### src/rtl/pipeline_ctrl_pkg.sv
// Shared types and defaults for the pipeline hazard control slice.
// Holds the controller state enum, parameter defaults and control bundle.
package pipeline_ctrl_pkg;

  typedef enum logic [1:0] {
    RUN    = 2'd0,
    FREEZE = 2'd1,
    FAULT  = 2'd2
  } hz_state_e;

  localparam int TIMEOUT_DEF = 255;
  localparam int CNT_W_DEF   = 16;
  localparam int WAIT_W      = 10;

  typedef struct packed {
    logic pc_write;
    logic if_id_write;
    logic id_ex_write;
    logic ex_mem_write;
    logic if_id_flush;
    logic id_ex_bubble;
    logic mem_wb_bubble;
    logic mem_fault;
  } hz_ctl_t;

  function automatic hz_ctl_t ctl_normal();
    hz_ctl_t c;
    c = '0;
    c.pc_write     = 1'b1;
    c.if_id_write  = 1'b1;
    c.id_ex_write  = 1'b1;
    c.ex_mem_write = 1'b1;
    return c;
  endfunction

endpackage

### src/rtl/sat_counter.sv
// Saturating up-counter with enable; holds at all-ones, never wraps.
// Ports: clock, reset (async high), enable, count[CNT_W-1:0].
module sat_counter #(
  parameter int CNT_W = 16
) (
  input  logic             clock,
  input  logic             reset,
  input  logic             enable,
  output logic [CNT_W-1:0] count
);

  always_ff @(posedge clock or posedge reset) begin
    if (reset)
      count <= '0;
    else if (enable && (count != {CNT_W{1'b1}}))
      count <= count + 1'b1;
  end

endmodule

### src/rtl/hazard_controller.sv
// Pipeline hazard controller: load-use stall, branch flush, dmem freeze,
// memory-timeout fault, plus stall/flush performance counters.
// Ports: clock, reset (async high), ID/EX hazard inputs, dmem_req/ready,
// stage write enables, flush/bubble controls, mem_fault, counters.
module hazard_controller
  import pipeline_ctrl_pkg::*;
#(
  parameter int TIMEOUT = TIMEOUT_DEF,
  parameter int CNT_W   = CNT_W_DEF
) (
  input  logic             clock,
  input  logic             reset,
  input  logic [4:0]       id_rs1,
  input  logic [4:0]       id_rs2,
  input  logic             id_uses_rs1,
  input  logic             id_uses_rs2,
  input  logic [4:0]       ex_rd,
  input  logic             ex_mem_read,
  input  logic             ex_branch_taken,
  input  logic             dmem_req,
  input  logic             dmem_ready,
  output logic             pc_write,
  output logic             if_id_write,
  output logic             if_id_flush,
  output logic             id_ex_write,
  output logic             ex_mem_write,
  output logic             id_ex_bubble,
  output logic             mem_wb_bubble,
  output logic             mem_fault,
  output logic [CNT_W-1:0] stall_cycles,
  output logic [CNT_W-1:0] flush_count
);

  localparam logic [WAIT_W-1:0] WAIT_LAST = WAIT_W'(TIMEOUT - 1);

  hz_state_e         state;
  hz_state_e         state_nx;
  logic [WAIT_W-1:0] wait_cnt;
  logic              mem_wait;
  logic              load_use;
  logic              wait_last;
  hz_ctl_t           ctl;
  logic              stall_en;
  logic              flush_en;

  assign mem_wait = dmem_req && !dmem_ready;

  assign load_use = ex_mem_read && (ex_rd != 5'd0) &&
                    ((id_uses_rs1 && (id_rs1 == ex_rd)) ||
                     (id_uses_rs2 && (id_rs2 == ex_rd)));

  // True on the TIMEOUT-th consecutive wait cycle.
  assign wait_last = (wait_cnt == WAIT_LAST);

  always_ff @(posedge clock or posedge reset) begin
    if (reset)
      state <= RUN;
    else
      state <= state_nx;
  end

  always_comb begin
    state_nx = state;
    unique case (state)
      RUN: begin
        // TIMEOUT=1 faults on the first wait cycle.
        if (mem_wait)
          state_nx = wait_last ? FAULT : FREEZE;
      end
      FREEZE: begin
        if (!mem_wait)
          state_nx = RUN;
        else if (wait_last)
          state_nx = FAULT;
      end
      FAULT:   state_nx = FAULT;
      default: state_nx = RUN;
    endcase
  end

  always_ff @(posedge clock or posedge reset) begin
    if (reset)
      wait_cnt <= '0;
    else if (state_nx == RUN)
      wait_cnt <= '0;
    else if (mem_wait && (state != FAULT))
      wait_cnt <= wait_cnt + 1'b1;
  end

  always_comb begin
    ctl = ctl_normal();
    if (reset) begin
      ctl               = '0;
      ctl.if_id_flush   = 1'b1;
      ctl.id_ex_bubble  = 1'b1;
      ctl.mem_wb_bubble = 1'b1;
    end else if (state == FAULT) begin
      ctl               = '0;
      ctl.id_ex_bubble  = 1'b1;
      ctl.mem_wb_bubble = 1'b1;
      ctl.mem_fault     = 1'b1;
    end else if (mem_wait) begin
      ctl               = '0;
      ctl.mem_wb_bubble = 1'b1;
    end else if (ex_branch_taken) begin
      ctl.if_id_flush  = 1'b1;
      ctl.id_ex_bubble = 1'b1;
    end else if (load_use) begin
      ctl.pc_write     = 1'b0;
      ctl.if_id_write  = 1'b0;
      ctl.id_ex_bubble = 1'b1;
    end
  end

  assign pc_write      = ctl.pc_write;
  assign if_id_write   = ctl.if_id_write;
  assign id_ex_write   = ctl.id_ex_write;
  assign ex_mem_write  = ctl.ex_mem_write;
  assign if_id_flush   = ctl.if_id_flush;
  assign id_ex_bubble  = ctl.id_ex_bubble;
  assign mem_wb_bubble = ctl.mem_wb_bubble;
  assign mem_fault     = ctl.mem_fault;

  // FAULT also drops pc_write but is not a counted stall.
  assign stall_en = !reset && !ctl.pc_write && (state != FAULT);
  assign flush_en = !reset && ctl.if_id_flush;

  sat_counter #(.CNT_W(CNT_W)) u_stall_cnt (
    .clock  (clock),
    .reset  (reset),
    .enable (stall_en),
    .count  (stall_cycles)
  );

  sat_counter #(.CNT_W(CNT_W)) u_flush_cnt (
    .clock  (clock),
    .reset  (reset),
    .enable (flush_en),
    .count  (flush_count)
  );

endmodule

### config.mk
export PLATFORM = sky130hd
export DESIGN_NAME = hazard_controller
export DESIGN_NICKNAME = d
export VERILOG_FILES = /design/src/rtl/pipeline_ctrl_pkg.sv /design/src/rtl/sat_counter.sv /design/src/rtl/hazard_controller.sv
export SDC_FILE = /design/constraint.sdc
export NUM_CORES = 1
export LEC_CHECK = 0
export BUFFER_PORTS_ARGS = -buffer_cell sky130_fd_sc_hd__buf_2
export CAP_MARGIN = 20
export CORE_UTILIZATION = 50
export CTS_BUF_LIST = sky130_fd_sc_hd__clkbuf_4 sky130_fd_sc_hd__clkbuf_8
export DETAILED_ROUTE_END_ITERATION = 6
export PLACE_DENSITY = 0.89
export SKIP_LAST_GASP = 1
export SLEW_MARGIN = 5
export SYNTH_ARGS = -nofsm -noshare
export SYNTH_HDL_FRONTEND = slang
export SYNTH_HIERARCHICAL = 1
export SYNTH_SLANG_ARGS = --single-unit
### constraint.sdc
create_clock -name clock -period 2.3 [get_ports clock]
set_clock_uncertainty 0.15 [all_clocks]
set_input_delay 0.345 -clock clock [delete_from_list [all_inputs] [get_ports clock]]
set_output_delay 0.345 -clock clock [all_outputs]
set_load 0.01 [all_outputs]
Word-level counts from Yosys, hierarchy flattened
Index checks and enable logic that the tools add are counted.
{"block": "totals", "ff_bits": 44, "in_bits": 23, "output_inout_bits": 40, "elab_cells": 52}
{"block": "op_classes", "add_sub_neg": 3, "eq_ne": 8, "muxes": 18, "n_reduce_logical": 19}
{"cell": "adder 16 x 1 -> 16 bit, second input constant", "n": 2}
{"cell": "inequality test 16 bit, second input constant", "n": 2}
{"cell": "2-to-1 mux 10 bit", "n": 2}
{"cell": "2-to-1 mux 2 bit", "n": 10}
{"cell": "2-to-1 mux 8 bit", "n": 2}
{"cell": "logical AND 1 bit", "n": 11}
{"cell": "adder 10 x 1 -> 10 bit, second input constant", "n": 1}
{"cell": "== test 10 x 8 -> 1 bit, second input constant", "n": 1}
{"cell": "== test 5 bit", "n": 2}
{"cell": "one-hot mux 2 bit (3 select lines)", "n": 1}
{"cell": "nonzero test 5 bit", "n": 1}
{"cell": "zero test 2 bit", "n": 2}
{"cell": "zero test 1 bit", "n": 3}
{"cell": "2-to-1 mux 1 bit", "n": 3}
{"cell": "== test 2 x 1 -> 1 bit, second input constant", "n": 1}
{"cell": "== test 2 bit, second input constant", "n": 1}
{"cell": "inequality test 2 bit, second input constant", "n": 1}
{"cell": "nonzero test 2 bit", "n": 1}
{"cell": "logical OR 1 bit", "n": 1}

Logic depth before layout (Yosys ltp)
{"block": "depth", "depth_word": 13, "depth_mapped": 8, "depth_no_buf": 8}

Hierarchy
Netlist, hierarchy kept.
{"module": "sat_counter", "n_inst": 2, "cells_per_inst": 71, "area_per_inst_um2": 805.8, "seq_area_each_um2": 400.4}
{"module": "hazard_controller", "n_inst": 1, "cells_per_inst": 98, "area_per_inst_um2": 850.8, "seq_area_each_um2": 300.3}

Least setup slack after synthesis
No wires, ideal clock.
{"block": "synth_timing", "kind": "input-to-reg", "start": "input port reset", "end": "register u_stall_cnt.count[14]", "setup_ns": 0.125, "arrival_ns": 2.231, "required_time_ns": 2.025, "slack_ns": -0.206, "stages": 8, "n_path_buf": 0, "path_cell_list": "inv_1 > nand2_1 > or3_1 > o22ai_1 > and4_1 > nand3_1 > nor2_1 > mux2_2"}
{"block": "synth_via", "elab_chain_len": 5, "elab_cells_between_ends": 6, "classes_between": "mux (1); reduce/logical (5)"}
{"item": "start, declared", "line_no": "hazard_controller.sv:12", "rtl": "input logic reset,"}
{"item": "2-to-1 mux 8 bit", "line_no": "hazard_controller.sv:92", "rtl": "if (reset) begin"}
{"item": "zero test 1 bit", "line_no": "hazard_controller.sv:125", "rtl": "assign stall_en = !reset && !ctl.pc_write && (state != FAULT);"}
{"item": "logical AND 1 bit (*) (2 in series)", "line_no": "hazard_controller.sv:125"}
{"item": "named net stall_en", "line_no": "hazard_controller.sv:43", "rtl": "logic stall_en;"}
{"item": "logical AND 1 bit (*)", "line_no": "sat_counter.sv:15", "rtl": "else if (enable && (count != {CNT_W{1'b1}}))"}
{"item": "end signal, assigned", "line_no": "sat_counter.sv:16", "rtl": "count <= count + 1'b1;"}
{"item": "end, declared", "line_no": "sat_counter.sv:9", "rtl": "output logic [CNT_W-1:0] count"}
The timed path passes the listed nets; every way through them passes the cells marked *.
A chain may end at the register's enable or synchronous reset.

Worst setup path in the final report
{"block": "layout_timing", "start": "register state[1]", "end": "register u_stall_cnt.count[14]"}
{"block": "layout_via", "elab_chain_len": 7, "elab_cells_between_ends": 8, "classes_between": "eq/ne (2); mux (2); reduce/logical (4)"}
{"item": "start, declared", "line_no": "hazard_controller.sv:36", "rtl": "hz_state_e state;"}
{"item": "start signal, assigned", "line_no": "hazard_controller.sv:59", "rtl": "state <= state_nx;"}
{"item": "== test 2 bit", "line_no": "hazard_controller.sv:97", "rtl": "end else if (state == FAULT) begin"}
{"item": "2-to-1 mux 8 bit", "line_no": "hazard_controller.sv:97"}
{"item": "2-to-1 mux 8 bit", "line_no": "hazard_controller.sv:92"}
{"item": "zero test 1 bit", "line_no": "hazard_controller.sv:125"}
{"item": "logical AND 1 bit", "line_no": "hazard_controller.sv:125"}
{"item": "logical AND 1 bit (*)", "line_no": "hazard_controller.sv:125"}
{"item": "named net stall_en", "line_no": "hazard_controller.sv:43"}
{"item": "logical AND 1 bit (*)", "line_no": "sat_counter.sv:15"}
Marked as above.

==> metrics.yaml <==
failed_checks: "setup timing"
cts_tree: "yes"
vias: 2151
ant_nets: 0
n_antenna_cell: 0
fp.dieH_um: 72.2
ys_types: 44
final_area_sq_um: 3140
finalSetupViolCount: 1
clockBufferDepth: 2
final_common_cell: "buf_2"
critical-path-slowest-cell: "dfrtp_1"
dpl_cell_area_sq_um: 2950
cts_root_buf: "clkbuf_8"
portBuffers: 62
ys_ff_latch: 44
route.detailed.drc: 0
core_sq_um: 4720
synth_ff_type: "dfrtp_1"
powerDensity_nw_per_um2: 608
cts.sinks: 44
p_leak_uw: 0.00151
wire_per_inst_um: 14.3
syn_area_per_cell_sq_um: 10.3
drive_above_1_share_pct: 37.7
cp.arrival_ns: 2.39
crit_required_ns: 2.32
period_minus_slack_ns: 2.37
hold_class: "in -> async"
start_kind: "flip-flop"
final_cell_mix: "buf_2, dfrtp_1, xnor2_1"
slew_viol_final: 0
fin_cells: 391
endpoint_kind: "flip-flop"
clock.fmax_ghz: 0.423
io_pins: 63
place_inst: 378
async_flop_share_pct: 100
grt_usage_pct: 22.8
insertion_delay_ns: 0.29
rsz0062_at_grt: "yes"
critPathMaxStageDelay_ns: 0.38
vdd_drop_max_uv: 327
drt_wl_total_mm: 5.59
drtIter0Drc: 94
antenna_found_initial: 0
fillers: 362
power_uw: 1910
grt_max_degree: 17
start_util_pct: 52.1
via_per_inst: 5.50
max-slew-margin-rel_pct: 58.3
hold_viol: 0
status: "finished with violations"
die-width_um: 72.2
cts_htree_levels: 2
synth-seq-area-share_pct: 44.7
synth_area_sq_um: 2460
path_class: "reg -> reg"
cts_made_buffers: 5
cp_cell_sequence: "or2b_4, nand2_4, or3_4, o22ai_4, buf_6, and4_4, nand3_4, nor2_2, mux2_4"
synth_edf_count: 0
gp_congestion: 0.849
worst_pin_slew_ns: 0.625
grt-ovfl-total: 0
fin_util_pct: 66.4
maxCapViolations: 0
grt_pass1_wl_mm: 9.36
min_period_over_period_pct: 103
drt_first_pass_iters: 4
pre_cts_ws_ns: -0.0948
clk_pin_slew_ns: 0.08
dp_hpwl_mm: 4.11
grt_pass1_vias: 2112
num_rows: 25
synth_cells: 240
setup_ws_ns: -0.0667
synth_nets: 267
final_nets: 350
area_growth_pct: 27.4
crit_path_max_fanout: 3
synth-warning-count: 6
dieArea_sq_um: 5210
[power breakdown]
part	internal, uW	switching (uW)	leakage (uW)
clock network	256	259	0.0000479
logic	194	217	0.000863
registers	854	130	0.000596
[per-layer routing]
layer / vias to the layer above / routed length, um / GRT usage (%)
met3: 4 / 257 / 4.58
met1: 1054 / 2390 / 27.0
met4: 0 / 51 / 9.15
met2: 68 / 2890 / 40.5
li1: 1025 / - / -
met5: - / 0 / 0
[per-stage QoR]
step | TNS (ns) | hold slack [ns]
3_3_place_gp | -0.0354 | 0.259
3_5_place_dp | -0.274 | 0.263
6_report | -0.0667 | 0.158
2_1_floorplan | 0 | 0.00789
5_1_grt | -0.715 | 0.204
4_1_cts | 0 | 0.155
[registers in the layout, indices dropped and copies added (netlist names)]
name and cells:
state 2, u_stall_cnt/count 16, wait_cnt 10, u_flush_cnt/count 16
[critical path, delay by kind of cell, from the launching register on]
family	cells	cell delay [ns]
mux	1	0.30
buf+inv	1	0.13
flops	1	0.38
compound gates	1	0.18
simple gates	6	1.11
[cell type report]
class | instances | area, sq um | area share, %
repair buffers | 79 | 448 | 14.3
clock inverters | 1 | 7.51 | 0.239
inverters | 5 | 22.5 | 0.718
multi-input cells | 188 | 1390 | 44.1
clock buffers | 7 | 90.1 | 2.87
flip-flops and latches | 44 | 1100 | 35.1
well taps | 67 | 83.8 | 2.67
[timing repair]
| action | CTS | global route |
|---|---|---|
| gates resized for setup | 2 | 9 |
| hold buffers | 1 | 0 |
| hold endpoints to repair | 12 | 0 |
| endpoints found under the setup margin | 3 | 11 |
| pin swaps | 1 | 8 |
| buffers inserted | 0 | 4 |
| cloned | 0 | 0 |
[synthesized netlist by cell type (3+ instances only)]
master    count  area share, %
ha_1          4            2.0
o21ai_0       7            1.4
nand2_1      25            3.8
xor2_1       10            3.6
mux2_2        4            1.8
inv_1         5           0.76
nand3_1      16            3.3
nor4_1        3           0.76
dfrtp_1      44             45
a21oi_1       5            1.0
and4_1        7            2.5
nor2_1       17            2.6
nand2b_1      4            1.0
and3_1        9            2.3
xnor2_1      27            9.6
nand4_1      12            3.0
nand2_2       3           0.76
[path summary, 6_finish.rpt]
path	from	to	cells past startpoint	slack, ns
max	state[1]$_DFF_PP0_	u_stall_cnt/count[14]$_DFFE_PP0P_	9	-0.07
min	reset	u_flush_cnt/count[0]$_DFFE_PP0P_	3	0.16
max reg2reg	state[1]$_DFF_PP0_	u_stall_cnt/count[14]$_DFFE_PP0P_	9	-0.07
min reg2reg	u_flush_cnt/count[15]$_DFFE_PP0P_	u_flush_cnt/count[15]$_DFFE_PP0P_	1	0.36
max in group asynchronous	reset	wait_cnt[7]$_DFFE_PP0P_	4	1.31
min in group clock	dmem_ready	state[0]$_DFF_PP0_	3	0.24
[kinds of logic after synthesis]
| kind of cell | synth area share (%) |
|---|---|
| compound gates | 5.13 |
| fa+ha+maj | 2.03 |
| flops | 44.7 |
| xor+xnor | 13.2 |
| mux | 2.64 |
| buf+inv | 1.57 |
| simple gates | 30.7 |
(Power assumes the default switching activity.)
